--- src/rtl/instruction_fetch_queue_if.sv ---
// Fetch-to-decode handshake bundle for the instruction fetch queue.
// master = fetch/decode side driving the queue, slave = the queue itself.
interface instruction_fetch_queue_if #(
  parameter int unsigned INST_WIDTH = 32,
  parameter int unsigned PC_WIDTH   = 32,
  parameter int unsigned DEPTH      = 8
);
  localparam int unsigned CntW = $clog2(DEPTH) + 1;

  logic                  flush;
  logic                  wr_valid;
  logic [INST_WIDTH-1:0] wr_inst;
  logic [PC_WIDTH-1:0]   wr_pc;
  logic                  wr_ready;
  logic                  rd_valid;
  logic                  rd_ready;
  logic [INST_WIDTH-1:0] rd_inst;
  logic [PC_WIDTH-1:0]   rd_pc;
  logic [CntW-1:0]       count;
  logic                  empty;
  logic                  full;
  logic                  almost_full;

  modport master (
    output flush, wr_valid, wr_inst, wr_pc, rd_ready,
    input  wr_ready, rd_valid, rd_inst, rd_pc, count, empty, full, almost_full
  );

  modport slave (
    input  flush, wr_valid, wr_inst, wr_pc, rd_ready,
    output wr_ready, rd_valid, rd_inst, rd_pc, count, empty, full, almost_full
  );
endinterface

--- src/rtl/instruction_fetch_queue.sv ---
// Circular-buffer instruction queue between fetch and decode: first-word-fall-through head,
// wrap-bit pointers, flush for redirects. Storage is never cleared, only the pointers.
module instruction_fetch_queue #(
  parameter int unsigned INST_WIDTH = 32,
  parameter int unsigned PC_WIDTH   = 32,
  parameter int unsigned DEPTH      = 8,
  parameter int unsigned AF_THRESH  = DEPTH - 2
) (
  input logic                      clk,
  input logic                      rst_n,
  instruction_fetch_queue_if.slave ifq
);
  localparam int unsigned AddrW = $clog2(DEPTH);
  localparam int unsigned PtrW  = AddrW + 1;
  localparam logic [PtrW-1:0] AfThresh = PtrW'(AF_THRESH);

  logic [INST_WIDTH-1:0] mem_inst [DEPTH];
  logic [PC_WIDTH-1:0]   mem_pc   [DEPTH];

  logic [PtrW-1:0] wr_ptr_q, wr_ptr_d;
  logic [PtrW-1:0] rd_ptr_q, rd_ptr_d;
  logic [PtrW-1:0] count_w;
  logic            empty_w, full_w;
  logic            wr_fire, rd_fire;

  assign empty_w = (wr_ptr_q == rd_ptr_q);
  assign full_w  = (wr_ptr_q[AddrW-1:0] == rd_ptr_q[AddrW-1:0]) &&
                   (wr_ptr_q[AddrW] != rd_ptr_q[AddrW]);
  assign count_w = wr_ptr_q - rd_ptr_q;

  // wr_ready deliberately ignores rd_ready: no write-through when full.
  assign wr_fire = ifq.wr_valid && !full_w && !ifq.flush;
  assign rd_fire = ifq.rd_ready && !empty_w && !ifq.flush;

  always_comb begin
    wr_ptr_d = wr_ptr_q;
    rd_ptr_d = rd_ptr_q;
    if (ifq.flush) begin
      wr_ptr_d = '0;
      rd_ptr_d = '0;
    end else begin
      if (wr_fire) wr_ptr_d = wr_ptr_q + PtrW'(1);
      if (rd_fire) rd_ptr_d = rd_ptr_q + PtrW'(1);
    end
  end

  always_ff @(posedge clk or posedge rst_n) begin
    if (rst_n) begin
      wr_ptr_q <= '0;
      rd_ptr_q <= '0;
    end else begin
      wr_ptr_q <= wr_ptr_d;
      rd_ptr_q <= rd_ptr_d;
    end
  end

  // A slot written while reset is held is harmless: the write pointer does not advance.
  always_ff @(posedge clk) begin
    if (wr_fire) begin
      mem_inst[wr_ptr_q[AddrW-1:0]] <= ifq.wr_inst;
      mem_pc[wr_ptr_q[AddrW-1:0]]   <= ifq.wr_pc;
    end
  end

  assign ifq.wr_ready    = !full_w;
  assign ifq.rd_valid    = !empty_w;
  assign ifq.rd_inst     = mem_inst[rd_ptr_q[AddrW-1:0]];
  assign ifq.rd_pc       = mem_pc[rd_ptr_q[AddrW-1:0]];
  assign ifq.count       = count_w;
  assign ifq.empty       = empty_w;
  assign ifq.full        = full_w;
  assign ifq.almost_full = (count_w >= AfThresh);

endmodule

--- src/flat_wrapper.sv ---
// flat-port wrapper written by rule: the top's interface ports become plain ports
module instruction_fetch_queue_flat 
#(
  parameter int unsigned INST_WIDTH = 32,
  parameter int unsigned PC_WIDTH   = 32,
  parameter int unsigned DEPTH      = 8,
  parameter int unsigned AF_THRESH  = DEPTH - 2
)
  (clk, rst_n, ifq_flush, ifq_wr_valid, ifq_wr_inst, ifq_wr_pc, ifq_rd_ready, ifq_wr_ready, ifq_rd_valid, ifq_rd_inst, ifq_rd_pc, ifq_count, ifq_empty, ifq_full, ifq_almost_full);
  instruction_fetch_queue_if #(.INST_WIDTH(INST_WIDTH), .PC_WIDTH(PC_WIDTH), .DEPTH(DEPTH)) ifq_i ();
  input logic clk;
  input logic rst_n;
  input wire logic [$bits(ifq_i.flush)-1:0] ifq_flush;
  input wire logic [$bits(ifq_i.wr_valid)-1:0] ifq_wr_valid;
  input wire logic [$bits(ifq_i.wr_inst)-1:0] ifq_wr_inst;
  input wire logic [$bits(ifq_i.wr_pc)-1:0] ifq_wr_pc;
  input wire logic [$bits(ifq_i.rd_ready)-1:0] ifq_rd_ready;
  output wire logic [$bits(ifq_i.wr_ready)-1:0] ifq_wr_ready;
  output wire logic [$bits(ifq_i.rd_valid)-1:0] ifq_rd_valid;
  output wire logic [$bits(ifq_i.rd_inst)-1:0] ifq_rd_inst;
  output wire logic [$bits(ifq_i.rd_pc)-1:0] ifq_rd_pc;
  output wire logic [$bits(ifq_i.count)-1:0] ifq_count;
  output wire logic [$bits(ifq_i.empty)-1:0] ifq_empty;
  output wire logic [$bits(ifq_i.full)-1:0] ifq_full;
  output wire logic [$bits(ifq_i.almost_full)-1:0] ifq_almost_full;
  assign ifq_i.flush = ifq_flush;
  assign ifq_i.wr_valid = ifq_wr_valid;
  assign ifq_i.wr_inst = ifq_wr_inst;
  assign ifq_i.wr_pc = ifq_wr_pc;
  assign ifq_i.rd_ready = ifq_rd_ready;
  assign ifq_wr_ready = ifq_i.wr_ready;
  assign ifq_rd_valid = ifq_i.rd_valid;
  assign ifq_rd_inst = ifq_i.rd_inst;
  assign ifq_rd_pc = ifq_i.rd_pc;
  assign ifq_count = ifq_i.count;
  assign ifq_empty = ifq_i.empty;
  assign ifq_full = ifq_i.full;
  assign ifq_almost_full = ifq_i.almost_full;
  instruction_fetch_queue #(.INST_WIDTH(INST_WIDTH), .PC_WIDTH(PC_WIDTH), .DEPTH(DEPTH), .AF_THRESH(AF_THRESH)) u_core (.clk(clk), .rst_n(rst_n), .ifq(ifq_i));
endmodule
--- config.mk ---
export PLATFORM = sky130hd
export DESIGN_NAME = instruction_fetch_queue_flat
export DESIGN_NICKNAME = d
export VERILOG_FILES = /design/src/rtl/instruction_fetch_queue_if.sv /design/src/rtl/instruction_fetch_queue.sv /design/src/flat_wrapper.sv
export SDC_FILE = /design/constraint.sdc
export NUM_CORES = 1
export LEC_CHECK = 0
export ABC_AREA = 1
export ABC_CLOCK_PERIOD_IN_PS = 5810
export BUFFER_PORTS_ARGS = -buffer_cell sky130_fd_sc_hd__buf_2
export CAP_MARGIN = 15
export CELL_PAD_IN_SITES_DETAIL_PLACEMENT = 1
export CELL_PAD_IN_SITES_GLOBAL_PLACEMENT = 1
export CORE_MARGIN = 2
export CORE_UTILIZATION = 49
export CTS_BUF_LIST = sky130_fd_sc_hd__clkbuf_16
export DETAILED_ROUTE_END_ITERATION = 8
export PLACE_DENSITY = 0.77
export SYNTH_ARGS = -nofsm -noshare
export SYNTH_HDL_FRONTEND = slang
export SYNTH_SLANG_ARGS = --single-unit
export TNS_END_PERCENT = 50
--- constraint.sdc ---
create_clock -name clk -period 5.81 [get_ports clk]
set_clock_uncertainty 0.05 [all_clocks]
set_input_delay 0.2905 -clock clk [delete_from_list [all_inputs] [get_ports clk]]
set_output_delay 0.2905 -clock clk [all_outputs]
set_load 0.01 [all_outputs]
# --- After elaboration in Yosys (flattened, before gate mapping) ---
# Memories as Yosys holds them, arrays and structs flattened.
# Index checks and enable logic that the tools add are counted.
totals:
  memories: 2
  wordCells: 27
  inputBits: 69
  mem_bits_rw: 512
  ff_bits: 8
mem_list:
  columns: ["memory", "depth", "word_bits", "read_ports", "rd_ports_with_merged_regs", "write_ports", "line", "source"]
  rows:
  - ["u_core.mem_inst", 8, 32, 1, 0, 1, "instruction_fetch_queue.sv:17", "logic [INST_WIDTH-1:0] mem_inst [DEPTH];"]
  - ["u_core.mem_pc", 8, 32, 1, 0, 1, "instruction_fetch_queue.sv:18", "logic [PC_WIDTH-1:0] mem_pc [DEPTH];"]
classes:
  n_addsub: 3
  mux: 6
  magnitude_cmp: 1
  eq_ne: 3
  reduce_logical: 10
op_table:
  columns: ["op", "n"]
  rows:
  - ["$mux 4", 4]
  - ["$add 4x1->4 const B", 2]
  - ["$logic_and 1x1->1", 5]
  - ["$eq 4x4->1", 1]
  - ["$ge 4x3->1 const B", 1]
  - ["$reduce_bool 2->1", 2]
  - ["$sub 4x4->4", 1]
  - ["$eq 3x3->1", 1]
  - ["$logic_not 1->1", 3]
  - ["$mux 1", 2]
  - ["$ne 1x1->1", 1]

# --- Longest topological paths before layout ---
logic_depth:
  ltp_word: 7
  mapped_depth: 12

# --- Worst setup path before layout ---
# OpenSTA, ideal clock, no wires.
synth_timing:
  kind: "reg2reg"
  start: "register u_core.rd_ptr_q[1]"
  end: "memory u_core.mem_inst[2][0] (enable)"
  period_less_slack_ns: 4.882
  setup_ns: 0.487
  slack_ns: 0.928
  arrival_ns: 4.345
  stages_incl_launch_ff: 11
  path_cell_list: "dfrtp_1 -> buf_2 -> inv_2 -> buf_6 -> buf_2 -> ha_1 -> nand2_1 -> nor2_1 -> nand2_1 -> nand4_1 -> nor2_1"
synth_between:
  elab_chain_cells: 7
synth_lines:
  columns: ["item", "line", "source"]
  rows:
  - ["start: declaration", "instruction_fetch_queue.sv:21", "logic [PtrW-1:0] rd_ptr_q, rd_ptr_d;"]
  - ["start signal: assignment", "instruction_fetch_queue.sv:53", "rd_ptr_q <= rd_ptr_d;"]
  - ["$eq 3x3->1", "instruction_fetch_queue.sv:27", "assign full_w = (wr_ptr_q[AddrW-1:0] == rd_ptr_q[AddrW-1:0]) &&"]
  - ["$logic_and 1x1->1", "instruction_fetch_queue.sv:27", null]
  - ["$logic_not 1->1", null, null]
  - ["named net ifq_wr_ready", "flat_wrapper.sv:18", "output wire logic [$bits(ifq_i.wr_ready)-1:0] ifq_wr_ready;"]
  - ["$logic_and 1x1->1 (2 in a row)", "instruction_fetch_queue.sv:32", "assign wr_fire = ifq.wr_valid && !full_w && !ifq.flush;"]
  - ["$mux 1", "instruction_fetch_queue.sv:59", "if (wr_fire) begin"]
  - ["$mux 1 (implied by the code)", "instruction_fetch_queue.sv:60", "mem_inst[wr_ptr_q[AddrW-1:0]] <= ifq.wr_inst;"]
  - ["end: declaration", "instruction_fetch_queue.sv:17", null]
# The timed path passes the listed nets, and every way through them passes these cells.

# --- Worst setup path after layout ---
layout_timing:
  start: "register u_core.rd_ptr_q[1]"
  end: "memory u_core.mem_pc[4][1] (enable)"
layout_between:
  elab_chain_cells: 7
layout_lines:
  columns: ["item", "line", "source"]
  rows:
  - ["$eq 3x3->1", "instruction_fetch_queue.sv:27", null]
  - ["$logic_and 1x1->1", "instruction_fetch_queue.sv:27", null]
  - ["$logic_not 1->1", "instruction_fetch_queue.sv:32", null]
  - ["$logic_and 1x1->1 (2 in a row)", "instruction_fetch_queue.sv:32", null]
  - ["$mux 1", "instruction_fetch_queue.sv:59", null]
  - ["$mux 1 (implied by the code)", "instruction_fetch_queue.sv:61", "mem_pc[wr_ptr_q[AddrW-1:0]] <= ifq.wr_pc;"]
  - ["end: declaration", "instruction_fetch_queue.sv:18", null]
# Every way passes these cells.

==> impl_metrics.toml <==
[yosys]
synth.net_count = 1884
netlist_area_um2 = 21100
yosys_warnings = 0
synth_compound_area_frac = 0.0606
synthXorXnorAreaFrac = 0.00124
ys_types = 23
synthAdderAreaFrac = 0.00391
syn_inst = 1809
synth_seq_cells = 520
synth_top_family_by_area = "simple AND/OR/NAND/NOR gates"
synth_area_per_cell_um2 = 11.7
synthMuxAreaShare = 0
yosys.area_share.simple = 0.163
ys_seq_area_frac = 0.737

[floorplanning]
die_w_um = 212
dieArea_um2 = 44800
start_util = 0.494
coreArea_um2 = 42800
num_rows = 76
die_h_um = 212
top_level_ports = 142

[clock_network]
path_clk_slew_ns = 0.06
clock_latency_ns = 0.59
cts_tree = "built"
ctsHtreeMaxLevel = 2
cts_buffer_depth = 3
cts_root_buffer = "clkbuf_16"
cts_buffers = 53
cts_sinks = 520

[timing]
setup_viol = 0
hold_viol = 0
final.setup.tns_ns = 0
worst_slew_pin_slew_ns = 1.09
period_minus_slack_ns = 4.13
timing.fmax_mhz = 242
finalCritPeriodShare = 0.711
slew_headroom = 0.271
rsz0062_at_grt = "false"
slew_violations = 0

[job]
maxCapViolCount = 0

[setup_path]
worstPathCellList = "inv_4, ha_1, nand2_1, nor2_1, nand2_1, nand4_1, nor2_4, buf_12"
path_max_fanout = 54
cp.arrival_ns = 4.35
slowest_delay_ns = 0.92
worstPathRequired_ns = 6.03
crit_family = "simple AND/OR/NAND/NOR gates"
endpoint_kind = "register"
crit_top_cell = "nand2_1"
path_buf_inv = 2
critical-path-slowest-cell = "nor2_4"
cp-start-kind = "register"
critPathKind = "register to register"

[power]
power.leakage_nw = 9.11
power_density_nw_per_um2 = 357
ir_worst_vdd_mv = 0.259
power_mw = 8.69

[routing]
wl_per_cell_um = 20.5
drt-total-wl_mm = 52.7
drt-met1-wl_mm = 22.6
ant_nets = 0
drt-initial-drc-count = 987
vias = 14000
via_per_inst = 5.45
wl_met2_mm = 26.8
first_pass_iters = 5
dr.max_layer_used = "met4"
drc = 0
wl_met3_mm = 2.00

[global_route]
grt_pass1_vias = 15100
antenna_found_initial = 0
overflow = 0
grt_pass1_wl_mm = 82.7
grt_usage = 0.239
grt_max_degree = 123

[final_layout]
antenna_cells = 0
post-route-util = 0.569
area_growth_pct = 15.1
fin_nets = 2063
drive_gt1_frac = 0.117

[placement]
port_buffers = 141
gp_congestion = 0.777
hpwl_mm = 28.7

[hold_path]
hold_class = "input pin to async pin"

[run_status]
status = "finished clean"
-- through the flow --
step	std cells	instance area [µm²]	hold WS [ns]	setup WS, ns
after floorplan	1809	21100	0.0562	0.928
after global placement	2411	22100	0.211	1.66
after detailed placement	2411	22100	0.223	1.61
after CTS	2570	24300	0.131	1.59
after global routing	2570	24300	0.167	1.40
final	2570	24300	0.158	1.68
-- Yosys cell counts --
library cell	count	share of area
edfxtp_1	512	0.73
buf_6	27	0.014
buf_4	4	0.0014
buf_2	51	0.012
inv_2	1	0.00018
nor2_1	524	0.093
xor2_1	2	0.00083
o21ai_0	66	0.016
nand3b_1	1	0.00036
o21ai_1	190	0.045
nand4_1	9	0.0027
inv_4	1	0.00030
clkinv_1	1	0.00018
fa_1	1	0.00095
nand3_1	15	0.0036
ha_1	5	0.0030
dfrtp_1	8	0.0095
xnor2_1	1	0.00041
nand2_1	356	0.063
clkbuf_1	9	0.0016
buf_1	12	0.0021
clkbuf_2	1	0.00024
inv_1	12	0.0021
-- placed cells by master, fill, tap and decap left out --
| master | instances |
|---|---|
| inv_1 | 29 |
| nand2_1 | 356 |
| buf_12 | 3 |
| o21ai_0 | 66 |
| dfrtp_4 | 2 |
| xnor2_1 | 1 |
| nand3b_1 | 1 |
| inv_2 | 1 |
| dfrtp_2 | 1 |
| nor2_4 | 8 |
| clkbuf_16 | 55 |
| xor2_1 | 2 |
| dfrtp_1 | 5 |
| clkinv_1 | 12 |
| buf_4 | 16 |
| fa_1 | 1 |
| dlygate4sd3_1 | 68 |
| edfxtp_1 | 512 |
| buf_2 | 141 |
| ha_1 | 5 |
| bufinv_16 | 1 |
| nand4_1 | 9 |
| nand3_1 | 15 |
| inv_6 | 2 |
| inv_4 | 1 |
| nor2_1 | 516 |
| clkinv_2 | 5 |
| o21ai_1 | 190 |
-- report_power, final --
group / internal [mW] / switching (mW) / leakage [nW]
Clock: 1.73 / 1.37 / 0.829
Sequential: 4.18 / 0.0535 / 4.73
Combinational: 0.424 / 0.932 / 3.55
Total: 6.33 / 2.35 / 9.11
-- registers in the layout, summed over array words and instances (netlist names) --
signal / count
u_core.rd_ptr_q: 4
u_core.mem_inst: 256
u_core.wr_ptr_q: 4
u_core.mem_pc: 256
-- cell families (layout without fill, tap and decap cells) --
| kind of cell | count (synthesis) | after routing |
|---|---|---|
| AND/OR/NAND/NOR | 905 | 905 |
| flip-flops | 520 | 520 |
| AO/OA/AOI/OAI | 256 | 256 |
| buffers and inverters | 119 | 334 |
| adder cells (fa/ha/maj) | 6 | 6 |
| XOR/XNOR | 3 | 3 |
-- area by class of cell --
class,instances,area [µm²]
inverter,15,63.8
sequential,520,15600
clock buffer,55,1380
fill,4484,18500
clock inverter,36,173
tap,546,683
timing repair buffer,228,1570
multi-input combinational,1170,4890
-- worst reg2reg max path, delay by kind of cell, from the launching register on --
| kind | cells | cell delay [ns] |
|---|---|---|
| simple gates | 5 | 1.57 |
| flops | 1 | 0.87 |
| buf+inv | 2 | 0.86 |
| fa+ha+maj | 1 | 0.45 |
-- what timing repair did --
item,4_1_cts,5_1_grt
hold endpoints to repair,527,0
resized for setup,0,0
setup buffers,0,0
hold buffers,68,0
-- metal layers --
| metal | vias to the layer above | global-route usage |
|---|---|---|
| li1 | 6537 | - |
| met1 | 7060 | 0.309 |
| met2 | 315 | 0.418 |
| met3 | 92 | 0.0303 |
| met4 | 0 | 0.0838 |
| met5 | - | 0 |
-- final timing paths --
kind | startpoint | slack (ns) | end | cells after the start
worst max-delay path | u_core.rd_ptr_q[1] | 1.68 | u_core.mem_pc[4][1] | 8
worst min-delay path | rst_n | 0.16 | u_core.wr_ptr_q[3] | 3
max in group asynchronous | rst_n | 5.25 | u_core.rd_ptr_q[0] | 3
min in group clk | ifq_wr_pc[30] | 0.46 | u_core.mem_pc[1][30] | 2
worst max register to register | u_core.rd_ptr_q[1] | 1.68 | u_core.mem_pc[4][1] | 8
worst min register to register | u_core.wr_ptr_q[3] | 0.57 | u_core.wr_ptr_q[3] | 2
No activity file was read; power rests on OpenSTA's default activity.
